`src/rtl/isle_tmds_pkg.sv`:
```
// Shared constants for the TMDS channel encoder: symbol width, control-period
// codes and a byte popcount helper.
package isle_tmds_pkg;

  localparam int SYM_W = 10;

  localparam logic [SYM_W-1:0] CTRL_SYM_00 = 10'h354;
  localparam logic [SYM_W-1:0] CTRL_SYM_01 = 10'h0AB;
  localparam logic [SYM_W-1:0] CTRL_SYM_10 = 10'h154;
  localparam logic [SYM_W-1:0] CTRL_SYM_11 = 10'h2AB;

  function automatic logic [3:0] ones8(input logic [7:0] v);
    logic [3:0] n;
    n = '0;
    for (int i = 0; i < 8; i++) n = n + {3'b000, v[i]};
    return n;
  endfunction

endpackage

```
`src/rtl/tmds_qm_stage.sv`:
```
// Transition-minimising stage: chains din through XOR or XNOR and tags the
// chosen operation in q_m[8] (1 = XOR, 0 = XNOR). Purely combinational.
module tmds_qm_stage
  import isle_tmds_pkg::*;
(
  input  logic [7:0] din_i,
  output logic [8:0] qm_o
);

  logic [3:0] n1d_c;
  logic       use_xnor_c;
  logic [7:0] chain_c;

  assign n1d_c      = ones8(din_i);
  assign use_xnor_c = (n1d_c > 4'd4) || ((n1d_c == 4'd4) && !din_i[0]);

  // Local accumulator keeps the bit chain free of a self-referencing net.
  always_comb begin
    logic [7:0] acc;
    acc    = '0;
    acc[0] = din_i[0];
    for (int i = 1; i < 8; i++) begin
      acc[i] = use_xnor_c ? ~(acc[i-1] ^ din_i[i]) : (acc[i-1] ^ din_i[i]);
    end
    chain_c = acc;
  end

  assign qm_o = {~use_xnor_c, chain_c};

endmodule

```
`src/rtl/tmds_encoder.sv`:
```
// TMDS 8b/10b channel encoder with running-disparity control.
// Define TMDS_PIPE_EN to register q_m, its disparity, de and ctrl (2-cycle latency).
module tmds_encoder
  import isle_tmds_pkg::*;
#(
  parameter int CNTW = 5
) (
  input  logic             clk_pix,
  input  logic             rst_pix,
  input  logic             de,
  input  logic [7:0]       din,
  input  logic [1:0]       ctrl,
  output logic [SYM_W-1:0] tmds
);

  localparam logic signed [CNTW-1:0] CNT_ZERO = '0;
  localparam logic signed [CNTW-1:0] CNT_TWO  = CNTW'(2);

  logic [8:0]             qm_c;
  logic [CNTW-1:0]        n1x2_c;
  logic signed [CNTW-1:0] diff_c;

  logic [8:0]             qm_s;
  logic signed [CNTW-1:0] diff_s;
  logic                   de_s;
  logic [1:0]             ctrl_s;

  logic [SYM_W-1:0]       tmds_q, tmds_d;
  logic signed [CNTW-1:0] cnt_q, cnt_d;

  tmds_qm_stage u_qm (
    .din_i (din),
    .qm_o  (qm_c)
  );

  // N1q - N0q == 2*N1q - 8 over the low eight q_m bits.
  assign n1x2_c = CNTW'({ones8(qm_c[7:0]), 1'b0});
  assign diff_c = $signed(n1x2_c - CNTW'(8));

`ifdef TMDS_PIPE_EN
  logic [8:0]             qm_q;
  logic signed [CNTW-1:0] diff_q;
  logic                   de_q;
  logic [1:0]             ctrl_q;

  always_ff @(posedge clk_pix or posedge rst_pix) begin
    if (rst_pix) begin
      qm_q   <= '0;
      diff_q <= CNT_ZERO;
      de_q   <= 1'b0;
      ctrl_q <= 2'b00;
    end else begin
      qm_q   <= qm_c;
      diff_q <= diff_c;
      de_q   <= de;
      ctrl_q <= ctrl;
    end
  end

  assign qm_s   = qm_q;
  assign diff_s = diff_q;
  assign de_s   = de_q;
  assign ctrl_s = ctrl_q;
`else
  assign qm_s   = qm_c;
  assign diff_s = diff_c;
  assign de_s   = de;
  assign ctrl_s = ctrl;
`endif

  always_comb begin
    tmds_d = CTRL_SYM_00;
    cnt_d  = CNT_ZERO;
    if (!de_s) begin
      unique case (ctrl_s)
        2'b00:   tmds_d = CTRL_SYM_00;
        2'b01:   tmds_d = CTRL_SYM_01;
        2'b10:   tmds_d = CTRL_SYM_10;
        default: tmds_d = CTRL_SYM_11;
      endcase
    end else if ((cnt_q == CNT_ZERO) || (diff_s == CNT_ZERO)) begin
      if (qm_s[8]) begin
        tmds_d = {2'b01, qm_s[7:0]};
        cnt_d  = cnt_q + diff_s;
      end else begin
        tmds_d = {2'b10, ~qm_s[7:0]};
        cnt_d  = cnt_q - diff_s;
      end
    // cnt_q is known non-zero here, so its sign bit alone separates >0 from <0.
    end else if ((!cnt_q[CNTW-1] && (diff_s > CNT_ZERO)) ||
                 ( cnt_q[CNTW-1] && (diff_s < CNT_ZERO))) begin
      tmds_d = {1'b1, qm_s[8], ~qm_s[7:0]};
      cnt_d  = cnt_q + (qm_s[8] ? CNT_TWO : CNT_ZERO) - diff_s;
    end else begin
      tmds_d = {1'b0, qm_s[8], qm_s[7:0]};
      cnt_d  = cnt_q + diff_s - (qm_s[8] ? CNT_ZERO : CNT_TWO);
    end
  end

  always_ff @(posedge clk_pix or posedge rst_pix) begin
    if (rst_pix) begin
      tmds_q <= CTRL_SYM_00;
      cnt_q  <= CNT_ZERO;
    end else begin
      tmds_q <= tmds_d;
      cnt_q  <= cnt_d;
    end
  end

  assign tmds = tmds_q;

endmodule

```
`config.mk`:
```
export PLATFORM = sky130hd
export DESIGN_NAME = tmds_encoder
export DESIGN_NICKNAME = d
export VERILOG_FILES = /design/src/rtl/isle_tmds_pkg.sv /design/src/rtl/tmds_qm_stage.sv /design/src/rtl/tmds_encoder.sv
export SDC_FILE = /design/constraint.sdc
export NUM_CORES = 1
export LEC_CHECK = 0
export BUFFER_PORTS_ARGS = -buffer_cell sky130_fd_sc_hd__buf_2
export CAP_MARGIN = 20
export CORE_MARGIN = 2
export CORE_UTILIZATION = 45
export DETAILED_ROUTE_END_ITERATION = 8
export GPL_ROUTABILITY_DRIVEN = 0
export PLACE_DENSITY_LB_ADDON = 0.3
export SYNTH_ARGS = -nofsm -noshare
export SYNTH_HDL_FRONTEND = slang
export SYNTH_SLANG_ARGS = --single-unit
```
`constraint.sdc`:
```
create_clock -name clk_pix -period 2.84 [get_ports clk_pix]
set_clock_uncertainty 0.15 [all_clocks]
set_input_delay 0.568 -clock clk_pix [delete_from_list [all_inputs] [get_ports clk_pix]]
set_output_delay 0.568 -clock clk_pix [all_outputs]
set_load 0.005 [all_outputs]
```
Word-level counts from Yosys, hierarchy flattened. Index checks and enable logic that the tools add are counted.

Flip-flop bits (word level): 15. Bits of input ports: 13. Output and inout bits: 10. Word-level logic and storage cells: 73.

Add/sub/neg operators: 20. Magnitude comparators: 3. Equality and inequality tests: 3. Multiplexer cells: 18. Bitwise logic cells: 16. Reductions and logical operators: 11.

Operators with widths (count): $add 4x1->4 (10); $mux 10 (4); $pmux 10 s3 (1); $mux 5 (4); $logic_not 5->1 (2); $sub 5x5->5 (2); $not 1->1 (8); $not 8->8 (1); $mux 1 (7); $xor 1x1->1 (7); $add 5x3->5 (1); $add 5x5->5 (1); $gt 5x1->1 const B (1); $lt 5x1->1 const B (1); $sub 5x3->5 (1); $sub 5x4->5 const B (1); $add 1x1->2 (2); $add 3x1->4 (1); $eq 4x3->1 const B (1); $gt 4x3->1 const B (1); $mux 2 (2); $add 2x1->3 (1); $logic_and 1x1->1 (3); $logic_or 1x1->1 (3); 4 further kinds (5).

Longest topological paths before layout. Gate-level depths: netlist of run 1.

Word-level depth: 37. Depth in mapped cells: 27. Gate-level depth less buffers: 27.

Modules after synthesis. A second synthesis of run 1 with hierarchy kept.

Cells, all modules: 172. Area, all modules: 1736.7 um^2.

Modules (own cells, without submodules): tmds_encoder (instances 1, cells each 139, area an instance 1375.1 um^2, sequential area each 356.6 um^2); tmds_qm_stage (instances 1, cells each 33, area an instance 361.6 um^2, sequential area each 0.0 um^2).

Worst setup path before layout of run 1. No wires, ideal clock.

Path type: input-to-reg. Start point: input din[0]. End point: register cnt_q[4]. Library setup time: 0.094 ns. Arrival time: 7.304 ns. Data required time: 2.596 ns. Slack: -4.708 ns. Stages: 27. Buffers on the path: 0. Cells stage by stage: ha_1 > inv_1 > fa_1 > fa_1 > inv_1 > fa_1 > fa_1 > nor3b_1 > o2111ai_1 > nand2_1 > inv_6 > xnor2_1 > fa_1 > inv_1 > fa_1 > fa_1 > ha_1 > xnor2_1 > inv_1 > ha_1 > inv_1 > ha_1 > a21o_1 > a21oi_1 > xor2_1 > a211oi_1 > a211oi_1.

Word-level cells in the longest chain between the ends: 37. Elaborated cells between the ends (all ways): 59. Those cells by class: add/sub: 20; order compare: 3; eq/ne: 1; mux: 13; bitwise: 14; reduce/logical: 8.

RTL lines: from (decl) (RTL line tmds_encoder.sv:11) `input logic [7:0] din,`; branches (longest 35 deep; another with $add 4x1->4); $mux 5 * (RTL line tmds_encoder.sv:81) `end else if ((cnt_q == CNT_ZERO) || (diff_s == CNT_ZERO)) begin`; $mux 5 * (RTL line tmds_encoder.sv:74) `if (!de_s) begin`; via cnt_d[4] (RTL line tmds_encoder.sv:29) `logic signed [CNTW-1:0] cnt_q, cnt_d;`; to (signal assigned) (RTL line tmds_encoder.sv:106) `cnt_q <= cnt_d;`; to (decl) (RTL line tmds_encoder.sv:29).

Mark *: on every way through the listed nets, which the timed path passes.

Worst setup path after layout of run 1.
Start point: input din[1]. End point: register tmds_q[7] (netlist: tmds[7]).

Word-level cells in the longest chain between the ends: 37. Elaborated cells between the ends (all ways): 52. Those cells by class: add/sub: 15; order compare: 3; eq/ne: 1; mux: 11; bitwise: 15; reduce/logical: 7.

RTL lines: branches (longest 35 deep; another with $add 4x1->4); $mux 10 * (RTL line tmds_encoder.sv:81); $mux 10 * (RTL line tmds_encoder.sv:74); via tmds_d[7] (RTL line tmds_encoder.sv:28) `logic [SYM_W-1:0] tmds_q, tmds_d;`; to (signal assigned) (RTL line tmds_encoder.sv:105) `tmds_q <= tmds_d;`; to (decl) (RTL line tmds_encoder.sv:28).

Marked as above.

==> summary.md, run 1 <==
| Metric | Value |
|---|---|
| Crit path to | tmds[7]$_DFF_PP0_ |
| Initial Utilization | 46.4% |
| DRT antenna net count | 0 |
| Gr ovfl total | 0 |
| Post-synthesis sequential area ratio | 21.3% |
| Fin. max-slew vios | 0 |
| Period utilization | 246% |
| Average size of a mapped cell | 10.5 sq um |
| Final Hold Violating Endpoints | 0 |
| Syn_nets | 207 |
| Slowest CP cell | fa_1 |
| Clk sinks | 14 |
| CP Class | in -> reg |
| Hpwl dp | 3100 microns |
| Area Growth Syn to Fin | 49.1% |
| Hold-fix buffers, CTS | 0 |
| CP peak stage delay | 0.55 ns |
| Root Driver | clkbuf_8 |
| CP Data Arrival Time | 6.94 ns |
| FF-to-FF End | cnt_q[4]$_DFF_PP0_ |
| Layout cell share with drive strength beyond 1 | 49.8% |
| YS warnings | 0 |
| Largest net degree at the start of global routing | 15 |
| Port-buffer cells | 22 |
| Register-to-Register Path Depth | 9 |
| Worst setup SP type | input pin |
| Clock-pin slew on the worst setup and hold paths | 0.05 ns |
| CP required | 2.80 ns |
| Die H | 65.0 microns |
| Net count, final | 276 |
| CTS tree | yes |
| CP endpoint kind | flip-flop |
| Inserted Diodes | 0 |
| Initial DRC Count | 55 |
| RSZ-0062 raised after global routing | true |
| CORE AREA | 3610 sq um |
| Worst Path Max Fanout | 4 |
| HP Class | in -> async |
| H-tree depth | 1 |
| First-pass GRT wire length | 6660 microns |
| Primary FF master, synth | dfrtp_1 |
| Mapped Cells | 159 |
| Routed wire length | 3730 microns |
| Final WS setup | -4.14 ns |
| Cell area after synthesis | 1670 sq um |
| Routed WL per cell | 13.6 microns |
| Row count | 22 |
| Number of flops mapped to enable cells by yosys | 0 |
| Failing checks | negative setup slack |
| R2r setup slk | 0.46 ns |
| Worst reg2reg path startpoint | cnt_q[1]$_DFF_PP0_ |
| Placed cells | 264 |
| Yosys reg bits | 14 |
| Async S/R FF share, synth | 100% |
| GRT Util Overall | 20.8% |
| Initial DRT Pass Iterations | 4 |
| Vias in the first global route | 1484 |
| Clk buf depth | 2 |
| Via density | 4.76 |
| Max-cap viol count | 0 |
| Worst setup path startpoint | din[1] |
| Slew margin rel. | 68.9% |
| Most frequent CP cell | fa_1 |
| Layout Cells excl Fill | 275 |
| DIE AREA | 4220 sq um |
| Clock Latency Late Sink | 0.25 ns |
| DRC viols | 0 |
| Fmax | 143 MHz |
| Run status | complete, but fails checks |
| Distinct cell type count after synthesis | 36 |
| Die X | 65.0 microns |
| Endpoints failing setup | 14 |
| Final min period | 6.98 ns |
| Antenna violations before repair | 0 |
| Via Count | 1310 |
| Worst Max-Slew Pin Slew | 0.466 ns |
| CTS buffer count | 3 |
| # IOs | 23 |
==> through the flow <==
step / hold WS, ns / TNS, ns / utilization (%) / area [sq um] / setup slack, ns
after floorplan: 0.304 / -54.13 / - / 1820 / -4.18
after global placement: 0.433 / -56.50 / 62.8 / 2260 / -4.37
after detailed placement: 0.448 / -59.06 / 62.8 / 2260 / -4.57
after CTS: 0.185 / -53.71 / 68.7 / 2480 / -4.14
after global routing: 0.212 / -57.97 / 69.2 / 2490 / -4.45
final: 0.173 / -53.93 / 69.2 / 2490 / -4.14
==> area by class of cell <==
type | instances | area, sq um
clock buffers | 4 | 55.1
fillers | 251 | 1110
inverters | 30 | 131
multi-input cells | 113 | 1410
flip-flops and latches | 14 | 357
well taps | 48 | 60.1
repair buffers | 66 | 480
==> cells in the final DEF (no fill, tap or decap), types with 5 or more instances in the layout <==
cell type  instances
xor2_1             7
dfrtp_1            9
fa_1               9
inv_1             25
ha_4               8
dfstp_2            5
o21ai_1           10
ha_1              15
buf_4             39
buf_2             20
buf_6              6
xnor2_1           11
==> worst min-delay path by stage <==
stage                  from  cells after the start            endpoint  slack (ns)
floorplan           rst_pix                      1  cnt_q[1]$_DFF_PP0_        0.30
detailed placement  rst_pix                      2  cnt_q[2]$_DFF_PP0_        0.45
finish              rst_pix                      2  cnt_q[2]$_DFF_PP0_        0.17
CTS                 rst_pix                      2  cnt_q[2]$_DFF_PP0_        0.19
global placement    rst_pix                      2  cnt_q[3]$_DFF_PP0_        0.43
global route        rst_pix                      2  cnt_q[4]$_DFF_PP0_        0.21
==> Yosys cell counts (2+ instances only) <==
library cell | count | area share [%]
inv_1 | 28 | 6.3
o21ai_1 | 9 | 2.7
xnor2_1 | 15 | 7.9
nand2_1 | 5 | 1.1
o21ai_0 | 4 | 1.2
fa_1 | 12 | 14
mux2i_1 | 3 | 1.8
a211oi_1 | 3 | 1.3
a21oi_2 | 2 | 1.0
ha_1 | 23 | 17
dfstp_2 | 5 | 7.9
o21bai_1 | 2 | 0.90
xor2_1 | 8 | 4.2
nor2_1 | 4 | 0.90
nor3b_1 | 2 | 0.90
dfrtp_1 | 9 | 13
a21oi_1 | 5 | 1.5
xnor2_4 | 2 | 3.3
==> kinds of logic (layout without fill, tap and decap cells) <==
logic type,count (synthesis),count (layout),share of synthesized area (%)
xor+xnor,28,28,19.1
mux,4,4,3.14
buf+inv,32,100,8.68
fa+ha+maj,35,35,31.6
simple gates,15,15,4.64
flops,14,14,21.3
compound gates,31,31,11.5
==> timing repair <==
item                       CTS  global route
setup endpoints to repair   14            14
gates resized for setup     24             0
pin swaps                   26             4
hold endpoints to repair     0             0
buffers inserted             5             2
==> layer usage <==
layer	track usage, %	routed length [microns]	vias to the layer above
met2	41.5	2170	18
met3	1.39	75	5
met4	7.18	47	0
met5	0	0	-
met1	22.8	1440	640
li1	-	-	647
==> worst max-delay path, delay by kind of cell <==
kind | cells | cell delay, ns
adder cells (fa/ha/maj) | 10 | 3.98
AND/OR/NAND/NOR | 4 | 0.79
AO/OA/AOI/OAI | 4 | 0.49
buffers and inverters | 6 | 0.43
XOR/XNOR | 3 | 0.42
multiplexers | 1 | 0.24
==> state kept, by name, summed over array words and instances (netlist names) <==
name	cells
tmds	10
cnt_q	4
Power of run 1 is not shown: default switching activity piles up to over one toggle a cycle in this logic, so the estimate is an artifact.
==> run 2: changes to the inputs <==
Clock period 2.84 ns to 8 ns, I/O delays scaled along.
==> run 2 against run 1 <==
- the run still ends with negative setup slack left
- via count fell by 7.4%
- utilization fell by 3.6 points
- die area did not move
==> summary.md, run 2 (synthesis gave the netlist of run 1 again) <==
| Metric | Value |
|---|---|
| Inserted Diodes | 0 |
| GRT Util Overall | 18.0% |
| Worst Path Max Fanout | 5 |
| Fmax | 124 MHz |
| Failing checks | negative setup slack |
| Die X | 65.0 microns |
| Slew margin rel. | 69.2% |
| Worst setup SP type | input pin |
| DRC viols | 0 |
| Final setup TNS | -0.144 ns |
| Die H | 65.0 microns |
| HP Class | reg -> reg |
| Clock Latency Late Sink | 0.24 ns |
| CP endpoint kind | flip-flop |
| Crit path max-delay family | adder cells |
| CTS tree | yes |
| Largest net degree at the start of global routing | 15 |
| Via Count | 1213 |
| Run status | complete, but fails checks |
| Place WS | -0.374 ns |
| Via density | 4.76 |
| Clk sinks | 14 |
| CP Data Arrival Time | 8.06 ns |
| Critical path depth | 28 |
| CP Class | in -> reg |
| Initial DRT Pass Iterations | 4 |
| Routed WL per cell | 13.4 microns |
| R2r setup slk | 5.66 ns |
| Final Hold Violating Endpoints | 0 |
| Most frequent CP cell | fa_1 |
| Endpoints failing setup | 5 |
| Most common cell after layout, fill and taps aside | inv_1 |
| Final WS setup | -0.0661 ns |
| Number of flip-flops in the largest register | 10 |
| Net count, final | 256 |
| CP peak stage delay | 0.66 ns |
| Worst Max-Slew Pin Slew | 0.458 ns |
| Area Growth Syn to Fin | 41.2% |
| DIE AREA | 4220 sq um |
| Slowest CP cell | fa_2 |
| First-pass GRT wire length | 5840 microns |
| Root Driver | clkbuf_8 |
| Initial Utilization | 46.4% |
| Initial DRC Count | 40 |
| CTS buffer count | 3 |
| Fin. max-slew vios | 0 |
| Port-buffer cells | 22 |
| Hpwl dp | 2890 microns |
| Vias in the first global route | 1283 |
| Register-to-Register Path Depth | 8 |
| Max-cap viol count | 0 |
| Highest-count cells in the layout ignoring fill and taps | 24 x inv_1, 21 x buf_2, 21 x buf_4 |
| Gr ovfl total | 0 |
| Layout cell share with drive strength beyond 1 | 48.8% |
| Finished Core Util | 65.5% |
| H-tree depth | 1 |
| # IOs | 23 |
| Final min period | 8.07 ns |
| RSZ-0062 raised after global routing | true |
| CORE AREA | 3610 sq um |
| Period utilization | 101% |
| DRT antenna net count | 0 |
| Clock-pin slew on the worst setup and hold paths | 0.05 ns |
| Crit path buffers/inverters | 7 |
| CP required | 8.00 ns |
| Antenna violations before repair | 0 |
| Clk buf depth | 2 |
| Routed wire length | 3420 microns |
| Hold Path Stages | 3 |
| Row count | 22 |
run 2: cell types whose count changed in the layout (fill, tap and decap cells not counted), sizes merged:
cell and delta:
buf -20
run 2: worst min-delay path: cells and delay by family (launching register included):
family | cells | cell delay (ns)
buffers and inverters | 1 | 0.12
AOI/OAI and AO/OA | 1 | 0.07
DFF | 1 | 0.41
adders and majority gates | 1 | 0.19
run 2: per-stage QoR:
stage | hold slack, ns | std cells | area [sq um]
after floorplan | 0.573 | 159 | 1820
after global placement | 0.656 | 247 | 2120
after detailed placement | 0.662 | 247 | 2120
after CTS | 0.686 | 254 | 2250
after global routing | 0.728 | 255 | 2360
final | 0.690 | 255 | 2360
run 2: area by class of cell:
cell class | instances | area (sq um)
clock buffers | 4 | 55.1
fillers | 267 | 1240
inverters | 30 | 131
multi-input cells | 113 | 1450
flip-flops and latches | 14 | 357
well taps | 48 | 60.1
repair buffers | 46 | 308
run 2: worst paths after layout:
kind / start / endpoint
setup / recovery: din[0] / cnt_q[4]$_DFF_PP0_
min in group asynchronous: rst_pix / cnt_q[1]$_DFF_PP0_
setup reg to reg: cnt_q[2]$_DFF_PP0_ / cnt_q[4]$_DFF_PP0_
hold / removal: cnt_q[1]$_DFF_PP0_ / cnt_q[1]$_DFF_PP0_
hold reg to reg: cnt_q[1]$_DFF_PP0_ / cnt_q[1]$_DFF_PP0_
max in group asynchronous: rst_pix / tmds[9]$_DFF_PP1_
run 2: metal layers:
| metal | share of wire (%) | up-vias | GRT usage, % |
|---|---|---|---|
| met1 | 43 | 586 | 22.3 |
| met2 | 53 | 15 | 32.7 |
| li1 | - | 606 | - |
| met4 | 1.7 | 0 | 6.65 |
| met5 | 0 | - | 0 |
| met3 | 1.7 | 6 | 1.04 |
run 2: timing repair:
item	CTS	global route
resized for setup	9	22
hold buffers	0	0
pin swaps	10	20
setup buffers	3	1
endpoints found under the setup margin	9	13
Power of run 2 is left out for the same reason.
